**src/rtl/bcd_pkg.sv**
```systemverilog
// ----------------------------------------------------------------------------
// bcd_pkg
// Shared types and constants for the sequential binary-to-BCD converter.
//   state_t      : converter FSM encoding (IDLE / SHIFT / DONE)
//   DIGIT_W      : width of one BCD digit
//   ADJ_THRESH   : digit value at or above which the add-3 correction applies
//   ADJ_ADD      : correction added to a digit before the left shift
//   bcd_adjust() : one-digit "≥5 → +3" correction, 4-bit wrap, no carry out
// ----------------------------------------------------------------------------
package bcd_pkg;

   typedef enum logic [1:0] {
      S_IDLE  = 2'd0,
      S_SHIFT = 2'd1,
      S_DONE  = 2'd2
   } state_t;

   localparam int unsigned DIGIT_W = 4;

   localparam logic [DIGIT_W-1:0] ADJ_THRESH = 4'd5;
   localparam logic [DIGIT_W-1:0] ADJ_ADD    = 4'd3;

   // A valid BCD digit (0..9) never exceeds 12 after correction, so the
   // 4-bit sum cannot wrap and no carry into the next digit is needed.
   function automatic logic [DIGIT_W-1:0] bcd_adjust(input logic [DIGIT_W-1:0] digit);
      if (digit >= ADJ_THRESH) begin
         return digit + ADJ_ADD;
      end
      return digit;
   endfunction

endpackage

```
**src/rtl/bcd_digit_adj.sv**
```systemverilog
// ----------------------------------------------------------------------------
// bcd_digit_adj
// Combinational per-digit correction cell for shift-and-add-3 conversion.
// Ports:
//   i_digit : BCD digit before the shift
//   o_digit : digit with +3 applied when i_digit >= 5, else unchanged
// ----------------------------------------------------------------------------
module bcd_digit_adj
   import bcd_pkg::*;
(
   input  logic [DIGIT_W-1:0] i_digit,
   output logic [DIGIT_W-1:0] o_digit
);

   assign o_digit = bcd_adjust(i_digit);

endmodule

```
**src/rtl/bcd_seq.sv**
```systemverilog
// ----------------------------------------------------------------------------
// bcd_seq
// Sequential binary-to-BCD converter (double dabble), one operand bit per
// clock, valid/ready handshake on input and output, sticky overflow when the
// operand needs more than DIGITS decimal digits.
// Parameters:
//   IN_WIDTH : operand width in bits (>= 2)
//   DIGITS   : number of BCD output digits (>= 1), ones digit in [3:0]
// Ports:
//   clk       : clock, all state changes on the rising edge
//   rst       : synchronous active-high reset
//   in_valid  : operand present on in
//   in_ready  : converter idle and able to accept an operand
//   in        : unsigned binary operand
//   out_valid : result present on digits/overflow
//   out_ready : consumer accepts the result
//   digits    : BCD result, digit k in [4k+3:4k]
//   overflow  : operand > 10^DIGITS - 1; digits hold the low DIGITS digits
// ----------------------------------------------------------------------------
module bcd_seq
   import bcd_pkg::*;
#(
   parameter int unsigned IN_WIDTH = 16,
   parameter int unsigned DIGITS   = 5
) (
   input  logic                      clk,
   input  logic                      rst,
   input  logic                      in_valid,
   output logic                      in_ready,
   input  logic [IN_WIDTH-1:0]       in,
   output logic                      out_valid,
   input  logic                      out_ready,
   output logic [DIGIT_W*DIGITS-1:0] digits,
   output logic                      overflow
);

   localparam int unsigned ACC_W = DIGIT_W * DIGITS;
   localparam int unsigned CNT_W = $clog2(IN_WIDTH + 1);

   localparam logic [CNT_W-1:0] LAST_CNT = CNT_W'(IN_WIDTH - 1);

   if (IN_WIDTH < 2) begin : g_bad_in_width
      $error("bcd_seq: IN_WIDTH must be at least 2");
   end
   if (DIGITS < 1) begin : g_bad_digits
      $error("bcd_seq: DIGITS must be at least 1");
   end

   state_t              r_state;
   state_t              w_state_nxt;
   logic [IN_WIDTH-1:0] r_op;
   logic [ACC_W-1:0]    r_acc;
   logic [ACC_W-1:0]    w_adj;
   logic                r_ovf;
   logic [CNT_W-1:0]    r_cnt;
   logic                w_last;

   // Per-digit correction of the current accumulator, applied before the shift.
   for (genvar g = 0; g < DIGITS; g++) begin : g_adj
      bcd_digit_adj u_adj (
         .i_digit (r_acc[g*DIGIT_W +: DIGIT_W]),
         .o_digit (w_adj[g*DIGIT_W +: DIGIT_W])
      );
   end

   assign w_last = (r_cnt == LAST_CNT);

   always_comb begin
      w_state_nxt = r_state;
      unique case (r_state)
         S_IDLE:  if (in_valid)  w_state_nxt = S_SHIFT;
         S_SHIFT: if (w_last)    w_state_nxt = S_DONE;
         S_DONE:  if (out_ready) w_state_nxt = S_IDLE;
         default:                w_state_nxt = S_IDLE;
      endcase
   end

   always_ff @(posedge clk) begin
      if (rst) begin
         r_state <= S_IDLE;
         r_op    <= '0;
         r_acc   <= '0;
         r_ovf   <= 1'b0;
         r_cnt   <= '0;
      end else begin
         r_state <= w_state_nxt;
         unique case (r_state)
            S_IDLE: begin
               if (in_valid) begin
                  r_op  <= in;
                  r_acc <= '0;
                  r_ovf <= 1'b0;
                  r_cnt <= '0;
               end
            end
            S_SHIFT: begin
               // Operand MSB enters the ones digit; the bit leaving the top
               // digit is a lost decimal digit, hence sticky overflow.
               r_acc <= {w_adj[ACC_W-2:0], r_op[IN_WIDTH-1]};
               r_op  <= {r_op[IN_WIDTH-2:0], 1'b0};
               r_ovf <= r_ovf | w_adj[ACC_W-1];
               r_cnt <= r_cnt + CNT_W'(1);
            end
            default: ;
         endcase
      end
   end

   // Decoded from state only; rst gating keeps in_ready low during reset.
   assign in_ready  = (r_state == S_IDLE) && !rst;
   assign out_valid = (r_state == S_DONE);
   assign digits    = r_acc;
   assign overflow  = r_ovf;

endmodule

```
**config.mk**
```make
export PLATFORM = sky130hd
export DESIGN_NAME = bcd_seq
export DESIGN_NICKNAME = d
export VERILOG_FILES = /design/src/rtl/bcd_pkg.sv /design/src/rtl/bcd_digit_adj.sv /design/src/rtl/bcd_seq.sv
export SDC_FILE = /design/constraint.sdc
export NUM_CORES = 1
export LEC_CHECK = 0
export BUFFER_PORTS_ARGS = -buffer_cell sky130_fd_sc_hd__buf_2
export CAP_MARGIN = 40
export CORE_ASPECT_RATIO = 0.7
export CORE_UTILIZATION = 62
export CTS_BUF_LIST = sky130_fd_sc_hd__clkbuf_8
export DETAILED_ROUTE_END_ITERATION = 10
export GPL_TIMING_DRIVEN = 0
export PLACE_DENSITY = 0.9
export SLEW_MARGIN = 20
export SYNTH_ARGS = -nofsm -noshare
export SYNTH_HDL_FRONTEND = slang
export SYNTH_SLANG_ARGS = --single-unit
```
**constraint.sdc**
```tcl
create_clock -name clk -period 4.2 [get_ports clk]
set_input_delay 0.84 -clock clk [delete_from_list [all_inputs] [get_ports clk]]
set_output_delay 0.84 -clock clk [all_outputs]
set_load 0.02 [all_outputs]
```
==> results of run 1 <==
final timing paths:
check	startpoint	end	slack, ns	depth (start not counted)
setup / recovery	rst	in_ready	1.68	4
hold / removal	overflow	overflow	0.49	2
setup reg to reg	digits[16]	overflow	2.45	5
hold reg to reg	overflow	overflow	0.49	2
logic make-up after synthesis:
kind of cell,synth area share (%)
AOI/OAI and AO/OA,29.5
xor gates and xnor gates,1.12
adders and majority gates,6.40
buffers and inverters,7.68
DFF,37.6
muxes,0.427
and+or+nand+nor,17.3
tightest hold or removal path, delay by kind of cell, from the launching register on:
kind | cells | cell delay (ns)
flip-flops | 1 | 0.33
AO/OA/AOI/OAI | 1 | 0.07
buffers and inverters | 1 | 0.05
layout make-up:
cell class,instances,area (um2),area share (%)
tap,50,62.6,2.29
timing repair buffer,42,210,7.70
sequential,44,881,32.3
inverter,26,97.6,3.58
buffer,17,82.6,3.03
multi-input combinational,192,1280,47.0
clock inverter,3,42.5,1.56
clock buffer,5,68.8,2.52
where the power goes:
group          switching (mW)  leakage [nW]  internal, mW
Combinational          0.0657         0.600        0.0396
Sequential            0.00956         0.359         0.434
Clock                   0.158        0.0541         0.176
layout by cell type (no fill, tap or decap), types with 2 or more instances in the layout:
master / count
o2bb2ai_1: 10
o21a_1: 5
dfxtp_1: 44
o22ai_1: 5
ha_1: 12
nand3_1: 20
o211ai_1: 10
nor2b_1: 6
clkbuf_1: 7
nor4b_1: 5
a311oi_1: 2
or4_1: 2
buf_4: 3
and3_1: 2
a21oi_1: 23
a22oi_1: 3
nor2_1: 18
o2111ai_1: 10
o41ai_1: 3
buf_2: 47
nand2_1: 6
clkbuf_8: 5
nand2b_1: 7
inv_1: 24
xnor2_1: 3
o21ai_0: 25
registers in the layout, summed over array words and instances, names as in the netlist:
signal / count
overflow: 1
digits: 20
r_op: 16
r_state: 2
r_cnt: 5
metrics by stage:
stage	hold WS (ns)	utilization, %	worst slack [ns]	power (mW)
2_1_floorplan	0.443	-	1.88	0.521
3_3_place_gp	0.467	73.6	1.70	0.552
3_5_place_dp	0.473	73.6	1.70	0.556
4_1_cts	0.490	76.7	1.70	0.879
5_1_grt	0.512	76.7	1.65	0.912
6_report	0.495	76.7	1.68	0.883
metal layers:
metal	part of all wire, %	GRT usage [%]	up-vias	wire length [um]
li1	-	-	1122	-
met5	0	0	-	0
met1	46	44.9	1119	2780
met4	1.1	11.1	0	68
met2	44	51.3	114	2650
met3	8.6	7.24	10	518
==> metrics.yaml, run 1 <==
final_cell_area_um2: 2730
routabilityCongestion: 0.909
portBuffers: 42
fillers: 282
cp.arrival_ns: 1.68
ys.warnings.count: 0
crit_path_end_kind: "output pin"
drv_slew: 0
antenna_found_initial: 0
dp_cells: 371
grt-ovfl-total: 0
dieArea_um2: 4040
fin_tns_setup_ns: 0
cts_made_buffers: 5
fp.dieH_um: 53.5
yosysSeqAreaShare_pct: 37.6
io_pins: 43
rsz0062_at_grt: "false"
core_region_area_um2: 3560
path_class: "input port to output pin"
drc: 0
path_max_fanout: 10
dr_total_vias: 2365
start_util_pct: 65.9
cts_tree: "yes"
final_cells: 379
clkSinkCount: 44
synthCells: 279
slew_headroom_pct: 64.4
grt_pass1_wl_mm: 9.63
clk_pin_slew_ns: 0.09
status: "completed"
synth_top_area_share_pct: 37.6
cts_setup_buffers: 0
synth_flop_cell: "dfxtp_1"
skew_ns: 0.00582
fin_crit_sh_pct: 59.9
htree_levels: 2
place_area_um2: 2620
grt_max_degree: 15
syn_nets: 311
cts_hold_buf: 0
yosysMostFrequentCell: "dfxtp_1"
post-dp-hpwl_mm: 4.25
clk_latency_ns: 0.31
fmax_mhz: 397
min_period_ns: 2.52
crit_required_ns: 3.36
cpPeakStageDelay_ns: 0.43
wl_per_cell_um: 15.9
ys_top_cells_by_area: "dfxtp_1, ha_1, o21ai_0"
viasPerCell: 6.24
crit_path_start_kind: "input port"
hold_path.class: "flop to flop"
cp_num_buf_inv: 3
synth_largest_area_cell: "dfxtp_1"
powerDensity_nw_per_um2: 324
yosysUniqueCellTypes: 44
netlist_area_um2: 2340
cts-resized-gates: 0
ir_drop_mv: 0.338
n_antenna_cell: 0
drt_iter0_markers: 172
p_leak_nw: 1.01
cpMaxStageDelayCell: "clkbuf_1"
wirelength_mm: 6.02
clock_path_buffers: 2
path_cells: "buf_2, clkbuf_1, nor3_1, buf_2"
synth_area_per_cell_um2: 8.40
hold_viol_final: 0
crit_family: "buffers and inverters"
synth_seq_cells: 44
synthArstFlopShare_pct: 0
grt_use_total_pct: 33.0
dr.pass1.iters: 5
final_layout_size_suffix_gt1_share_pct: 19.8
critPathMostFrequentCell: "buf_2"
grt_pass1_vias: 2063
area_growth_pct: 16.4
finalSetupViolCount: 0
die_w_um: 75.5
core.rowCount: 18
drv_cap: 0
ant_nets: 0
synth_edf_count: 0
fin_nets: 360
clk_root_buffer_cell: "clkbuf_8"
yosys-top-cells-count: "dfxtp_1, o21ai_0, inv_1"
tightest_slew_ns: 0.535
(Power assumes the default switching activity.)
==> inputs of run 2 (changes only) <==
- CORE_UTILIZATION: 62 -> 57
- PLACE_DENSITY: 0.9 -> 0.83
- clock period: 4.2 -> 2.39 ns (I/O delays scaled with it)
==> run 2 against run 1 <==
Net effect: final cell count is 0.53% higher; power grew 73%; via count decreased by 3.3%; hold slack got worse by 0.060 ns; design area barely moved; global-route usage down 3.2 points; setup slack got worse by 1.3 ns; combinational power up 73%; first-iteration DRC count is 6.4% lower; count of clock-buffer cells in the layout did not move; critical endpoint is now out_valid; largest power group unchanged; highest routed layer unchanged.
==> metrics.yaml, run 2 (synthesis gave the netlist of run 1 again) <==
path_cells: "buf_2, nor2b_1, buf_2"
hold_path.class: "input port to flop"
core_region_area_um2: 3920  # +10%
fin_tns_setup_ns: 0  # unchanged
dr.pass1.iters: 5  # unchanged
layout_common_cells: "buf_2, dfxtp_1, inv_1, o21ai_0, a21oi_1"
cp_num_buf_inv: 2  # -1
largest_reg_flops: 20  # unchanged
min_period_ns: 2.01
portBuffers: 42  # unchanged
cpMaxStageDelayCell: "dfxtp_1"
skew_ns: 0.00482  # -0.000993 ns
drv_cap: 0  # unchanged
cts-resized-gates: 0  # unchanged
finalSetupViolCount: 0  # unchanged
drv_slew: 0  # unchanged
fin_nets: 360  # unchanged
cts_setup_buffers: 0  # unchanged
cp.arrival_ns: 1.54  # -0.14 ns
dr_total_vias: 2288  # -3.3%
setup_slack_ns: 0.376  # -1.31 ns
place_area_um2: 2620  # about the same
wl_met1_mm: 2.81  # +1.2%
path_max_fanout: 10  # unchanged
fillers: 334  # +18%
crit_path_end_kind: "output pin"
fin_crit_sh_pct: 84.3
cp_num_cells: 3  # -1
post-dp-hpwl_mm: 4.15  # -2.5%
crit_family: "buffers and inverters"
cts_made_buffers: 5  # unchanged
tightest_slew_ns: 0.534  # -0.000296 ns
routabilityCongestion: 0.803  # -12%
wl_met3_um: 456  # -12%
whs_ns: 0.435  # -0.0597 ns
ir_drop_mv: 0.488  # +45%
grt_use_total_pct: 29.7  # -3.2 points
clk_latency_ns: 0.30  # about the same
critPathMostFrequentCell: "buf_2"
cts_hold_buf: 0  # unchanged
clkSinkCount: 44  # unchanged
die_w_um: 78.7  # +4.2%
clk_root_buffer_cell: "clkbuf_8"
ant_nets: 0  # unchanged
wl_per_cell_um: 15.4  # -3.0%
grt-ovfl-total: 0  # unchanged
clk_pin_slew_ns: 0.08  # about the same
fmax_mhz: 497
area_growth_pct: 16.3  # about the same
crit_path_start_kind: "flop"
io_pins: 43  # unchanged
final_cells: 381  # +0.53%
dr.max_layer_used: "met4"
cts_tree: "yes"
cpPeakStageDelay_ns: 0.47  # +0.04 ns
dieArea_um2: 4380  # +8.5%
total_power_mw: 1.53  # +73%
fp.dieH_um: 55.7  # +4.1%
viasPerCell: 6.01  # -3.8%
slew_headroom_pct: 64.4  # about the same
hold_path_depth: 2  # unchanged
final_cell_area_um2: 2730  # about the same
powerDensity_nw_per_um2: 561  # +73%
hold_viol_final: 0  # unchanged
final_layout_size_suffix_gt1_share_pct: 19.5  # -0.30 points
p_leak_nw: 1.02  # +0.51%
path_class: "flop to output pin"
status: "completed"
wirelength_mm: 5.86  # -2.5%
wl_met2_mm: 2.50  # -5.5%
start_util_pct: 59.8  # -6.1 points
rr_worst_depth: 5  # unchanged
grt_max_degree: 14  # -1
grt_pass1_wl_mm: 10.0  # +3.9%
mostFrequentLayoutCell: "buf_2"
antenna_found_initial: 0  # unchanged
n_antenna_cell: 0  # unchanged
drt_iter0_markers: 161  # -6.4%
rsz0062_at_grt: "false"
dp_slack_ns: 0.644  # -1.06 ns
core.rowCount: 19  # +1
dp_cells: 373  # +0.54%
clock_path_buffers: 2  # unchanged
htree_levels: 2  # unchanged
crit_required_ns: 1.91  # -1.45 ns
final_util_pct: 69.5  # -7.2 points
drc: 0  # unchanged
grt_pass1_vias: 2101  # +1.8%
run 2: cell type report:
class | count | area [um2] | share of cell area (%)
tap | 52 | 65.1 | 2.39
clock inverter | 3 | 38.8 | 1.42
inverter | 26 | 97.6 | 3.58
buffer | 17 | 82.6 | 3.03
timing repair buffer | 42 | 210 | 7.71
multi-input combinational | 192 | 1280 | 47.1
sequential | 44 | 881 | 32.3
clock buffer | 5 | 68.8 | 2.52
run 2: where the power goes:
part | switching [mW] | internal (mW)
registers | 0.0166 | 0.763
clock network | 0.262 | 0.306
logic | 0.112 | 0.0697
total | 0.391 | 1.14
run 2: worst reg2reg max path: stages, from the launching register on:
cell,delay [ns]
dfxtp_1,0.48
inv_1,0.10
ha_1,0.24
and2b_1,0.21
or4_1,0.41
a311oi_1,0.28
run 2: final timing paths:
kind,start,end,slack (ns)
worst max-delay path,r_state[1],out_valid,0.38
worst min-delay path,rst,digits[4],0.43
worst max register to register,digits[16],overflow,0.59
worst min register to register,r_cnt[3],r_cnt[3],0.49
run 2: per-layer routing:
layer,GRT usage [%],vias to the layer above
met5,0,-
met4,9.52,0
met3,6.72,11
met2,44.0,83
met1,42.7,1070
li1,-,1124
==> inputs of run 3 (changes only) <==
- CORE_UTILIZATION: 57 -> 52
- PLACE_DENSITY: 0.83 -> 0.8
- clock period: 2.39 -> 1.7 ns (I/O delays scaled with it)
==> run 3 against run 2 <==
Net effect: first-iteration DRC count is 6.2% lower; clock power is 21% higher; register-to-register slack worse by 0.53 ns; largest power group unchanged.
==> metrics.yaml, run 3 (synthesis gave the netlist of run 1 again) <==
status: "completed"
drv_slew: 0  # unchanged
p_leak_nw: 1.02  # -0.17%
clk_pin_slew_ns: 0.09  # about the same
min_period_ns: 1.67
clk_latency_ns: 0.31  # about the same
layout_common_cells: "buf_2, dfxtp_1, inv_1, o21ai_0, a21oi_1"
total_power_mw: 2.05  # +34%
path_class: "flop to output pin"
dieArea_um2: 4790  # +9.3%
cts_setup_buffers: 0  # unchanged
mostFrequentLayoutCell: "buf_2"
final_layout_size_suffix_gt1_share_pct: 21.6  # +2.1 points
routabilityCongestion: 0.828  # +3.1%
viasPerCell: 5.94  # -1.0%
core_region_area_um2: 4330  # +10%
dp_cells: 376  # +0.80%
skew_ns: 0.00735  # +0.00253 ns
crit_path_start_kind: "flop"
drt_iter0_markers: 151  # -6.2%
cts_made_buffers: 5  # unchanged
finalSetupViolCount: 0  # unchanged
post-dp-hpwl_mm: 4.20  # +1.3%
wl_per_cell_um: 15.2  # -0.93%
fp.dieH_um: 58.2  # +4.5%
fillers: 382  # +14%
cp.arrival_ns: 1.33  # -0.21 ns
whs_ns: 0.289  # -0.146 ns
setup_slack_ns: 0.0305  # -0.346 ns
hold_path.class: "input port to flop"
path_max_fanout: 10  # unchanged
die_w_um: 82.3  # +4.6%
dr_total_vias: 2282  # -0.26%
clkSinkCount: 44  # unchanged
htree_levels: 2  # unchanged
largest_reg_flops: 20  # unchanged
hold_viol_final: 0  # unchanged
area_growth_pct: 16.9
clk_root_buffer_cell: "clkbuf_8"
tightest_slew_ns: 0.541  # +0.00684 ns
fin_tns_setup_ns: 0  # unchanged
drc: 0  # unchanged
grt_max_degree: 14  # unchanged
ir_drop_mv: 0.520  # +6.5%
fmax_mhz: 599
portBuffers: 42  # unchanged
io_pins: 43  # unchanged
antenna_found_initial: 0  # unchanged
cts_hold_buf: 0  # unchanged
slew_headroom_pct: 63.9  # -0.46 points
powerDensity_nw_per_um2: 746  # +33%
clock_path_buffers: 2  # unchanged
fin_nets: 360  # unchanged
wirelength_mm: 5.86  # -0.15%
ant_nets: 0  # unchanged
fin_crit_sh_pct: 98.2
n_antenna_cell: 0  # unchanged
dr.pass1.iters: 4  # -1
crit_required_ns: 1.36  # -0.55 ns
start_util_pct: 54.2  # -5.6 points
grt-ovfl-total: 0  # unchanged
grt_use_total_pct: 26.8  # -2.9 points
dp_slack_ns: 0.0273  # -0.616 ns
grt_pass1_wl_mm: 9.80  # -2.1%
grt_pass1_vias: 2139  # +1.8%
core.rowCount: 20  # +1
final_cells: 384  # +0.79%
drv_cap: 0  # unchanged
cts_tree: "yes"
crit_path_end_kind: "output pin"
==> run 3: where the power goes <==
part	switching, mW	internal, mW	total (mW)
Clock	0.365	0.324	0.689
Sequential	0.0253	1.07	1.10
Combinational	0.160	0.101	0.261
Total	0.550	1.50	2.05
==> run 3: per-layer routing <==
layer / vias to the layer above / GRT usage [%] / routed length, um
met5: - / 0 / 0
met3: 7 / 4.88 / 339
met2: 63 / 41.1 / 2520
li1: 1122 / - / -
met4: 0 / 9.52 / 80
met1: 1090 / 37.7 / 2920
==> run 3: worst max-delay path, stage by stage, from the launching register on <==
cell and delay, ns:
dfxtp_1 0.31, buf_4 0.17, buf_4 0.18, nor3_2 0.19, buf_4 0.17
==> run 3: timing repair <==
item	CTS	global route
gates resized for setup	5	6
endpoints found under the hold margin	0	0
pin swaps	0	0
endpoints found under the setup margin	2	4
==> run 3: through the flow <==
stage | utilization, % | area [um2]
after floorplan | - | 2350
after global placement | 60.6 | 2630
after detailed placement | 60.6 | 2630
after CTS | 63.1 | 2730
after global routing | 63.3 | 2740
final | 63.3 | 2740
==> run 3: cell type report <==
class	count	area [um2]	area share, %
buffer	17	88.8	3.24
clock buffer	6	82.6	3.01
clock inverter	2	11.3	0.411
inverter	26	97.6	3.56
multi-input combinational	192	1290	47.1
sequential	44	888	32.4
tap	55	68.8	2.51
timing repair buffer	42	213	7.76
==> run 3: final timing paths <==
path | startpoint | endpoint | slack [ns] | cells after the start
worst min register to register | r_op[0] | r_op[0] | 0.50 | 2
worst max-delay path | r_state[0] | in_ready | 0.03 | 4
worst max register to register | digits[16] | overflow | 0.06 | 5
worst min-delay path | rst | digits[4] | 0.29 | 2
